## src/rtl/tx_packet_router_pkg.sv

```systemverilog
// Shared definitions for the TX inband packet router: packet geometry,
// header field positions, FSM state encoding and header field helpers.
package tx_packet_router_pkg;

  localparam int unsigned PKT_WORDS = 128;
  localparam int unsigned CNT_W     = 7;
  localparam logic [4:0]  CMD_CHAN  = 5'h1F;

  localparam int unsigned CHAN_HI = 20;
  localparam int unsigned CHAN_LO = 16;
  localparam int unsigned LEN_HI  = 8;
  localparam int unsigned LEN_LO  = 0;

  typedef enum logic [1:0] {
    ST_IDLE  = 2'd0,
    ST_ROUTE = 2'd1,
    ST_DROP  = 2'd2
  } state_t;

  function automatic logic [4:0] hdr_chan(input logic [31:0] word);
    return word[CHAN_HI:CHAN_LO];
  endfunction

  function automatic logic [8:0] hdr_len(input logic [31:0] word);
    return word[LEN_HI:LEN_LO];
  endfunction

endpackage

```

## src/rtl/tx_packet_router_if.sv

```systemverilog
// Packer-to-RAM bus of the TX router: incoming packed words, per-RAM
// space flags, and the routed write strobes/data towards the channel RAMs.
interface tx_packet_router_if #(
  parameter int NUM_CHAN = 2
);
  logic [31:0]     usbdata_final;
  logic            WR_final;
  logic [NUM_CHAN:0] chan_have_space;
  logic [NUM_CHAN:0] WR_channel;
  logic [NUM_CHAN:0] WR_done_channel;
  logic [31:0]     ram_data;

  modport master (
    output usbdata_final, WR_final, chan_have_space,
    input  WR_channel, WR_done_channel, ram_data
  );

  modport slave (
    input  usbdata_final, WR_final, chan_have_space,
    output WR_channel, WR_done_channel, ram_data
  );
endinterface

```

## src/rtl/tx_packet_router_pkt_word_counter.sv

```systemverilog
// Word position within the current packet; flags the final word.
module pkt_word_counter
  import tx_packet_router_pkg::*;
(
  input  logic             clk,
  input  logic             rst,
  input  logic             inc,
  input  logic             clear,
  output logic [CNT_W-1:0] count,
  output logic             last
);

  // clear takes priority so the final word wraps the count back to zero
  always_ff @(posedge clk) begin
    if (rst || clear) begin
      count <= '0;
    end else if (inc) begin
      count <= count + 1'b1;
    end
  end

  assign last = (count == CNT_W'(PKT_WORDS - 1));

endmodule

```

## src/rtl/tx_packet_router.sv

```systemverilog
// Routes fixed-length inband TX packets to per-channel packet RAMs, or
// drops whole packets on unknown channel / no space and counts the drops.
module tx_packet_router
  import tx_packet_router_pkg::*;
#(
  parameter int NUM_CHAN = 2
) (
  input  logic                 txclk,
  input  logic                 reset,
  tx_packet_router_if.slave    bus,
  input  logic                 clear_status,
  output logic [15:0]          drop_count,
  output logic [15:0]          bad_chan_count,
  output logic [7:0]           debug
);

  localparam int W = NUM_CHAN + 1;

  state_t           state_q, state_d;
  logic [2:0]       target_q, target_d;
  logic [W-1:0]     wr_q, wr_d, done_q, done_d;
  logic [31:0]      data_q, data_d;
  logic [15:0]      drop_cnt_q, bad_cnt_q;
  logic             inc_drop, inc_bad;
  logic [CNT_W-1:0] word_cnt;
  logic             last_word;
  logic             cnt_clear;

  logic [4:0]       chan;
  logic             chan_data, chan_ok;
  logic [2:0]       hdr_target;
  logic             hdr_space;

  assign chan       = hdr_chan(bus.usbdata_final);
  assign chan_data  = (chan < 5'(NUM_CHAN));
  assign chan_ok    = chan_data || (chan == CMD_CHAN);
  assign hdr_target = chan_data ? chan[2:0] : 3'(NUM_CHAN);
  assign hdr_space  = |((W'(1) << hdr_target) & bus.chan_have_space);

  // Counter is idle at zero in IDLE, so the header itself brings it to 1
  assign cnt_clear = bus.WR_final && last_word && (state_q != ST_IDLE);

  pkt_word_counter u_word_cnt (
    .clk   (txclk),
    .rst   (reset),
    .inc   (bus.WR_final),
    .clear (cnt_clear),
    .count (word_cnt),
    .last  (last_word)
  );

  // State, target and registered RAM-side outputs
  always_ff @(posedge txclk) begin
    if (reset) begin
      state_q  <= ST_IDLE;
      target_q <= '0;
      wr_q     <= '0;
      done_q   <= '0;
      data_q   <= '0;
    end else begin
      state_q  <= state_d;
      target_q <= target_d;
      wr_q     <= wr_d;
      done_q   <= done_d;
      data_q   <= data_d;
    end
  end

  // Header decode, routing decision and next-cycle strobes
  always_comb begin
    state_d  = state_q;
    target_d = target_q;
    wr_d     = '0;
    done_d   = '0;
    data_d   = data_q;
    inc_drop = 1'b0;
    inc_bad  = 1'b0;
    case (state_q)
      ST_IDLE: begin
        if (bus.WR_final) begin
          if (!chan_ok) begin
            state_d = ST_DROP;
            inc_bad = 1'b1;
          end else if (!hdr_space) begin
            state_d  = ST_DROP;
            inc_drop = 1'b1;
          end else begin
            state_d  = ST_ROUTE;
            target_d = hdr_target;
            wr_d     = W'(1) << hdr_target;
            data_d   = bus.usbdata_final;
          end
        end
      end
      ST_ROUTE: begin
        if (bus.WR_final) begin
          wr_d   = W'(1) << target_q;
          data_d = bus.usbdata_final;
          if (last_word) begin
            done_d  = W'(1) << target_q;
            state_d = ST_IDLE;
          end
        end
      end
      ST_DROP: begin
        if (bus.WR_final && last_word) begin
          state_d = ST_IDLE;
        end
      end
      default: state_d = ST_IDLE;
    endcase
  end

  // Saturating drop counters; clear_status beats a same-cycle increment
  always_ff @(posedge txclk) begin
    if (reset || clear_status) begin
      drop_cnt_q <= '0;
      bad_cnt_q  <= '0;
    end else begin
      if (inc_drop && (drop_cnt_q != '1)) drop_cnt_q <= drop_cnt_q + 1'b1;
      if (inc_bad && (bad_cnt_q != '1))   bad_cnt_q  <= bad_cnt_q + 1'b1;
    end
  end

  assign bus.WR_channel      = wr_q;
  assign bus.WR_done_channel = done_q;
  assign bus.ram_data        = data_q;
  assign drop_count          = drop_cnt_q;
  assign bad_chan_count      = bad_cnt_q;
  assign debug               = {state_q, target_q, word_cnt[2:0]};

endmodule

```

## src/flat_wrapper.sv

```systemverilog
// flat-port wrapper written by rule: the top's interface ports become plain ports
module tx_packet_router_flat import tx_packet_router_pkg::*;
#(
  parameter int NUM_CHAN = 2
)
  (txclk, reset, clear_status, drop_count, bad_chan_count, debug, bus_usbdata_final, bus_WR_final, bus_chan_have_space, bus_WR_channel, bus_WR_done_channel, bus_ram_data);
  tx_packet_router_if #(.NUM_CHAN(NUM_CHAN)) bus_i ();
  input  logic txclk;
  input  logic reset;
  input  logic clear_status;
  output logic [15:0] drop_count;
  output logic [15:0] bad_chan_count;
  output logic [7:0] debug;
  input wire logic [$bits(bus_i.usbdata_final)-1:0] bus_usbdata_final;
  input wire logic [$bits(bus_i.WR_final)-1:0] bus_WR_final;
  input wire logic [$bits(bus_i.chan_have_space)-1:0] bus_chan_have_space;
  output wire logic [$bits(bus_i.WR_channel)-1:0] bus_WR_channel;
  output wire logic [$bits(bus_i.WR_done_channel)-1:0] bus_WR_done_channel;
  output wire logic [$bits(bus_i.ram_data)-1:0] bus_ram_data;
  assign bus_i.usbdata_final = bus_usbdata_final;
  assign bus_i.WR_final = bus_WR_final;
  assign bus_i.chan_have_space = bus_chan_have_space;
  assign bus_WR_channel = bus_i.WR_channel;
  assign bus_WR_done_channel = bus_i.WR_done_channel;
  assign bus_ram_data = bus_i.ram_data;
  tx_packet_router #(.NUM_CHAN(NUM_CHAN)) u_core (.txclk(txclk), .reset(reset), .bus(bus_i), .clear_status(clear_status), .drop_count(drop_count), .bad_chan_count(bad_chan_count), .debug(debug));
endmodule
```

## config.mk

```make
export PLATFORM = sky130hd
export DESIGN_NAME = tx_packet_router_flat
export DESIGN_NICKNAME = d
export VERILOG_FILES = /design/src/rtl/tx_packet_router_pkg.sv /design/src/rtl/tx_packet_router_if.sv /design/src/rtl/tx_packet_router_pkt_word_counter.sv /design/src/rtl/tx_packet_router.sv /design/src/flat_wrapper.sv
export SDC_FILE = /design/constraint.sdc
export NUM_CORES = 1
export LEC_CHECK = 0
export CAP_MARGIN = 15
export CORE_ASPECT_RATIO = 1.2
export CORE_MARGIN = 2
export CORE_UTILIZATION = 47
export CTS_BUF_LIST = sky130_fd_sc_hd__clkbuf_8
export CTS_CLUSTER_SIZE = 24
export DETAILED_ROUTE_END_ITERATION = 10
export GPL_ROUTABILITY_DRIVEN = 1
export PLACE_DENSITY = 0.82
export SLEW_MARGIN = 20
export SYNTH_ARGS = -nofsm -noshare
export SYNTH_HDL_FRONTEND = slang
export SYNTH_SLANG_ARGS = --single-unit
```

## constraint.sdc

```tcl
create_clock -name txclk -period 3 [get_ports txclk]
set_input_delay 0.45 -clock txclk [delete_from_list [all_inputs] [get_ports txclk]]
set_output_delay 0.45 -clock txclk [all_outputs]
set_load 0.1 [all_outputs]
```

==> results of run 1 <==
-- metal layers --
| layer | routed length, um | share of wire |
|---|---|---|
| met1 | 4000 | 0.44 |
| met2 | 4520 | 0.49 |
| met3 | 513 | 0.056 |
| met4 | 118 | 0.013 |
| met5 | 0 | 0 |
-- path summary, 6_finish.rpt --
| check | from | end | slack [ns] |
|---|---|---|---|
| max | bus_usbdata_final[17] | u_core.drop_count[9] | 0.40 |
| min reg2reg | u_core.bus.ram_data[2] | u_core.bus.ram_data[2] | 0.46 |
| min | u_core.bus.ram_data[2] | u_core.bus.ram_data[2] | 0.46 |
| max reg2reg | u_core.drop_count[0] | u_core.drop_count[3] | 0.64 |
-- layout make-up --
class	instances	area share
Multi-Input combinational cell	324	0.366
Sequential cell	82	0.341
Timing Repair Buffer	131	0.224
Clock buffer	12	0.0343
Tap cell	90	0.0234
Clock inverter	4	0.0101
Inverter	2	0.00156
-- sequential cells by signal (all words and copies together), names as in the netlist --
register,cells
u_core.bus.ram_data,32
u_core.bad_chan_count,16
u_core.drop_count,16
u_core.u_word_cnt.count,7
u_core.bus.WR_channel,3
u_core.bus.WR_done_channel,3
u_core.target_q,3
u_core.state_q,2
-- layout by cell type, fill, tap and decap left out, types with 11 or more instances in the layout --
cell,instances
xnor2_1,11
nand4_1,14
nor3_1,12
or3_1,13
buf_4,93
a21oi_1,51
nand2_1,82
clkdlybuf4s50_1,38
o21ai_0,16
clkbuf_8,12
nor2_1,35
nand3_1,16
dfxtp_1,82
-- per-stage QoR --
| stage | std cells | power (W) | worst slack, ns | utilization | area (um2) |
|---|---|---|---|---|---|
| final | 645 | 0.00220 | 0.399 | 0.662 | 4820 |
| after global routing | 645 | 0.00228 | 0.310 | 0.662 | 4820 |
| after CTS | 645 | 0.00221 | 0.412 | 0.662 | 4820 |
| after detailed placement | 629 | 0.00138 | 0.0532 | 0.633 | 4600 |
| after global placement | 629 | 0.00138 | 0.0842 | 0.633 | 4600 |
| after floorplan | 433 | 0.00128 | 0.326 | - | 3520 |
-- cells by family after synthesis --
logic type | Yosys count | synth area share
compound gates | 96 | 0.160
xor+xnor | 15 | 0.0373
fa+ha+maj | 3 | 0.0107
buf+inv | 27 | 0.0331
flops | 82 | 0.467
mux | 2 | 0.00605
simple gates | 208 | 0.287
-- critical path, stage by stage --
cell	delay, ns
clkdlybuf4s50_1	0.42
or4_4	0.54
o22a_1	0.25
or4_1	0.68
or3_1	0.40
a21oi_1	0.14
-- power breakdown --
group / internal (W) / switching [W] / leakage, nW
registers: 0.00110 / 0.0000116 / 0.661
logic: 0.0000904 / 0.000154 / 0.984
clock network: 0.000452 / 0.000388 / 0.112
==> qor.yml, run 1 <==
die:
  rows: 34
  core_um2: 7270
  die_h_um: 98.8
  io_pins: 117
  die_area_um2: 8200
  start_util: 0.484
  fp.dieW_um: 83.0
global_route:
  grt_max_degree: 44
  grt_use_met1: 0.272
  grt_pass1_wl_um: 15100
  grt.overflow.total: 0
  top_usage_layer: "met2"
  grt.met2_usage: 0.377
  grt.met3_usage: 0.0419
  grt_usage: 0.221
  antenna_found_initial: 0
  grt_pass1_vias: 3278
drt:
  postRouteAntennaNets: 0
  drt_iter0_drc: 201
  wirelength_um: 9150
  drc: 0
  wl_per_cell_um: 14.2
  drt-vias-per-instance: 5.53
  dr.pass1.iters: 5
  vias: 3564
synth:
  syn_area_per_cell_um2: 8.13
  yosysTopAreaCell: "dfxtp_1"
  yosys-top-cells-count: "82 x dfxtp_1, 82 x nand2_1, 51 x a21oi_1"
  async_flop_share: 0
  synth_edf_count: 0
  synthTopCellsByArea: "dfxtp_1 47%, nand2_1 8.7%, a21oi_1 7.3%"
  syn_area_um2: 3520
  synthFlopType: "dfxtp_1"
  syn_inst: 433
  synth_cell_types: 51
  ys_ff_latch: 82
  seq_area_frac_synth: 0.467
  synth_warnings: 0
  synthDominantCellAreaShare: 0.467
  synth_nets: 475
power:
  static-leakage-power_nw: 1.76
  peakVddDrop_mv: 0.233
  powerDensity_nw_per_um2: 456
critical_path:
  critPathKind: "input pin to register"
  start_kind: "input pin"
  critPathRequiredTime_ns: 3.28
  reg2reg_depth: 6
  worst-path-max-fanout: 10
  critPathCaptureType: "register"
  cp.arrival_ns: 2.88
cts:
  path_clk_slew_ns: 0.08
  hold_buffers: 0
  cts-resized-gates: 0
  root_buffer: "clkbuf_8"
  clk_latency_ns: 0.35
  tritoncts: "built"
  htreeDepth: 3
  cts_buffers: 9
  post-cts-setup-buffers: 0
  clock-sinks: 82
  clockBufferDepth: 2
cells_and_area:
  area_growth_pct: 36.9
  register_area_um2: 1640
  antenna_cells: 0
  layout.nets: 592
  drive_above_1_share: 0.207
  fillers: 624
  multi_input_area_um2: 1760
place:
  io_buffers: 116
  gp_congestion: 0.901
  hpwlAfterDp_um: 6590
sta:
  fin_crit_ns: 2.60
  rsz0062_at_grt: "no"
  timing.fmax_ghz: 0.384
  max_slew_margin: 0.475
  final.setup_skew_ns: 0.00788
  hold_viol: 0
  hold_slack_ns: 0.458
  min_period_over_period: 0.867
  setup_viol_count_final: 0
  slew_viol_final: 0
  tightest_slew_ns: 0.784
  tns_ns: 0
min_path:
  hp-class: "register to register"
  whs_path_depth: 2
outcome:
  status: "finished clean"
job:
  max_cap_violations: 0
Note: power is estimated with default switching activity, not from simulation.
==> run 2, diff against run 1 <==
- CELL_PAD_IN_SITES_DETAIL_PLACEMENT: not set -> 0
- CELL_PAD_IN_SITES_GLOBAL_PLACEMENT: not set -> 1
- CORE_UTILIZATION: 47 -> 34
- PLACE_DENSITY: 0.82 -> not set
- PLACE_DENSITY_LB_ADDON: not set -> 0.1
==> run 2 against run 1 <==
- fmax down 3.1%
- total power down 1.6%
- non-clock buffer count down 1
- count of clock-buffer cells in the layout down 1
- core utilization down 18 points
- sequential cell count unchanged
- cell count up 5.1%
- clock skew up 0.00085 ns
- critical endpoint is now u_core.drop_count[13]
==> qor.yml, run 2 (same netlist as run 1, synthesis figures left out) <==
min_path:
  hp-class: "register to register"  # unchanged
  hold_start: "u_core.bus.ram_data[0]"  # was u_core.bus.ram_data[2]
die:
  io_pins: 117  # unchanged
  rows: 40  # was 34
  core_um2: 10100  # was 7270 um2
  fp.dieW_um: 96.9  # was 83.0 um
  start_util: 0.350  # was 0.484
  die_h_um: 115  # was 98.8 um
  die_area_um2: 11200  # was 8200 um2
sta:
  final.setup_skew_ns: 0.00873  # was 0.00788 ns
  max_slew_margin: 0.280  # was 0.475
  rsz0062_at_grt: "no"  # unchanged
  hold_viol: 0  # unchanged
  hold_slack_ns: 0.456  # was 0.458 ns
  fin_crit_ns: 2.69  # was 2.60 ns
  slew_viol_final: 0  # unchanged
  min_period_over_period: 0.895  # was 0.867
  setup_viol_count_final: 0  # unchanged
  tightest_slew_ns: 1.07  # was 0.784 ns
  timing.fmax_ghz: 0.372  # was 0.384 GHz
  timing.final.ws_setup_ns: 0.315  # was 0.399 ns
cells_and_area:
  final_cell_area_um2: 4850  # was 4820 um2
  antenna_cells: 0  # unchanged
  layout.nets: 591  # was 592
  area_growth_pct: 38.0  # was 36.9%
  largest_reg_flops: 32  # unchanged
  final_cell_mix: "90 x buf_4, 82 x nand2_1, 82 x dfxtp_1"  # was 93 x buf_4, 82 x nand2_1, 82 x dfxtp_1
  drive_above_1_share: 0.203  # was 0.207
  layout_commonest_cell: "buf_4"  # unchanged
critical_path:
  cp_slowest_cell: "or4_1"  # unchanged
  worst-path-max-fanout: 10  # unchanged
  cp_top_family: "simple AND/OR/NAND/NOR gates"  # unchanged
  critPathCaptureType: "register"  # unchanged
  crit_buf_inv: 1  # unchanged
  critPathRequiredTime_ns: 3.29  # was 3.28 ns
  critPathKind: "input pin to register"  # unchanged
  rrSetupSlack_ns: 0.64  # about the same
  r2r-start: "u_core.state_q[1]"  # was u_core.drop_count[0]
  cp.arrival_ns: 2.97  # was 2.88 ns
  crit_path_start: "bus_usbdata_final[17]"  # unchanged
  start_kind: "input pin"  # unchanged
  critPathMaxStageDelay_ns: 0.68  # about the same
  path_cells: "clkdlybuf4s50_1 > or4_4 > o22a_1 > or4_1 > or3_1 > a21oi_1"  # unchanged
cts:
  tritoncts: "built"  # unchanged
  cts-resized-gates: 0  # unchanged
  hold_buffers: 0  # unchanged
  cts_buffers: 9  # unchanged
  clock-sinks: 82  # unchanged
  clockBufferDepth: 2  # unchanged
  path_clk_slew_ns: 0.08  # about the same
  root_buffer: "clkbuf_8"  # unchanged
  clk_latency_ns: 0.35  # about the same
  htreeDepth: 3  # unchanged
  post-cts-setup-buffers: 0  # unchanged
place:
  io_buffers: 116  # unchanged
  gp_congestion: 0.770  # was 0.901
  preCtsSetupSlack_ns: -0.0539  # was 0.0532 ns
  hpwlAfterDp_um: 7170  # was 6590 um
  placed_area_um2: 4660  # was 4600 um2
drt:
  vias: 3524  # was 3564
  drt_iter0_drc: 102  # was 201
  postRouteAntennaNets: 0  # unchanged
  wl_per_cell_um: 14.6  # was 14.2 um
  wirelength_um: 9920  # was 9150 um
  drt-vias-per-instance: 5.20  # was 5.53
  drc: 0  # unchanged
  dr.pass1.iters: 4  # was 5
power:
  static-leakage-power_nw: 1.75  # was 1.76 nW
  peakVddDrop_mv: 0.173  # was 0.233 mV
  power_w: 0.00216  # was 0.00220 W
  powerDensity_nw_per_um2: 445  # was 456 nW/um2
job:
  max_cap_violations: 0  # unchanged
global_route:
  grt_pass1_vias: 3308  # was 3278
  grt_max_degree: 45  # was 44
  grt.overflow.total: 0  # unchanged
  grt_pass1_wl_um: 16300  # was 15100 um
  antenna_found_initial: 0  # unchanged
  grt_usage: 0.178  # was 0.221
outcome:
  status: "finished clean"  # unchanged
## run 2: layout make-up
class	instances	area [um2]
clock inverter	3	41.3
sequential	82	1640
clock buffer	11	151
inverter	2	7.51
fill	1036	5200
tap	126	158
multi-input combinational	324	1760
timing repair buffer	130	1090
## run 2: tightest hold or removal path, delay by kind of cell, from the launching register on
kind	cells	cell delay, ns
DFF	1	0.31
and+or+nand+nor	1	0.05
AOI/OAI and AO/OA	1	0.05
## run 2: metal layers
layer | wire [um] | share of wire | track usage
met1 | 4380 | 0.44 | 0.213
met2 | 4890 | 0.49 | 0.313
met3 | 463 | 0.047 | 0.0338
met4 | 195 | 0.020 | 0.0798
met5 | 0 | 0 | 0
## run 2: stage by stage
step / std cells / utilization / setup TNS [ns]
after floorplan: 433 / - / 0
after global routing: 678 / 0.483 / 0
after global placement: 664 / 0.463 / -0.0199
final: 678 / 0.483 / 0
after detailed placement: 664 / 0.463 / -0.164
after CTS: 678 / 0.483 / 0
## run 2: worst paths after layout
kind | endpoint | cells past startpoint
worst max-delay path | u_core.drop_count[13] | 6
worst min-delay path | u_core.bus.ram_data[0] | 2
worst max register to register | u_core.bad_chan_count[11] | 5
worst min register to register | u_core.bus.ram_data[0] | 2
## run 2: power by group
| part | internal, W | switching, W |
|---|---|---|
| registers | 0.00110 | 0.0000113 |
| clock network | 0.000418 | 0.000382 |
| logic | 0.0000912 | 0.000158 |
| total | 0.00161 | 0.000551 |
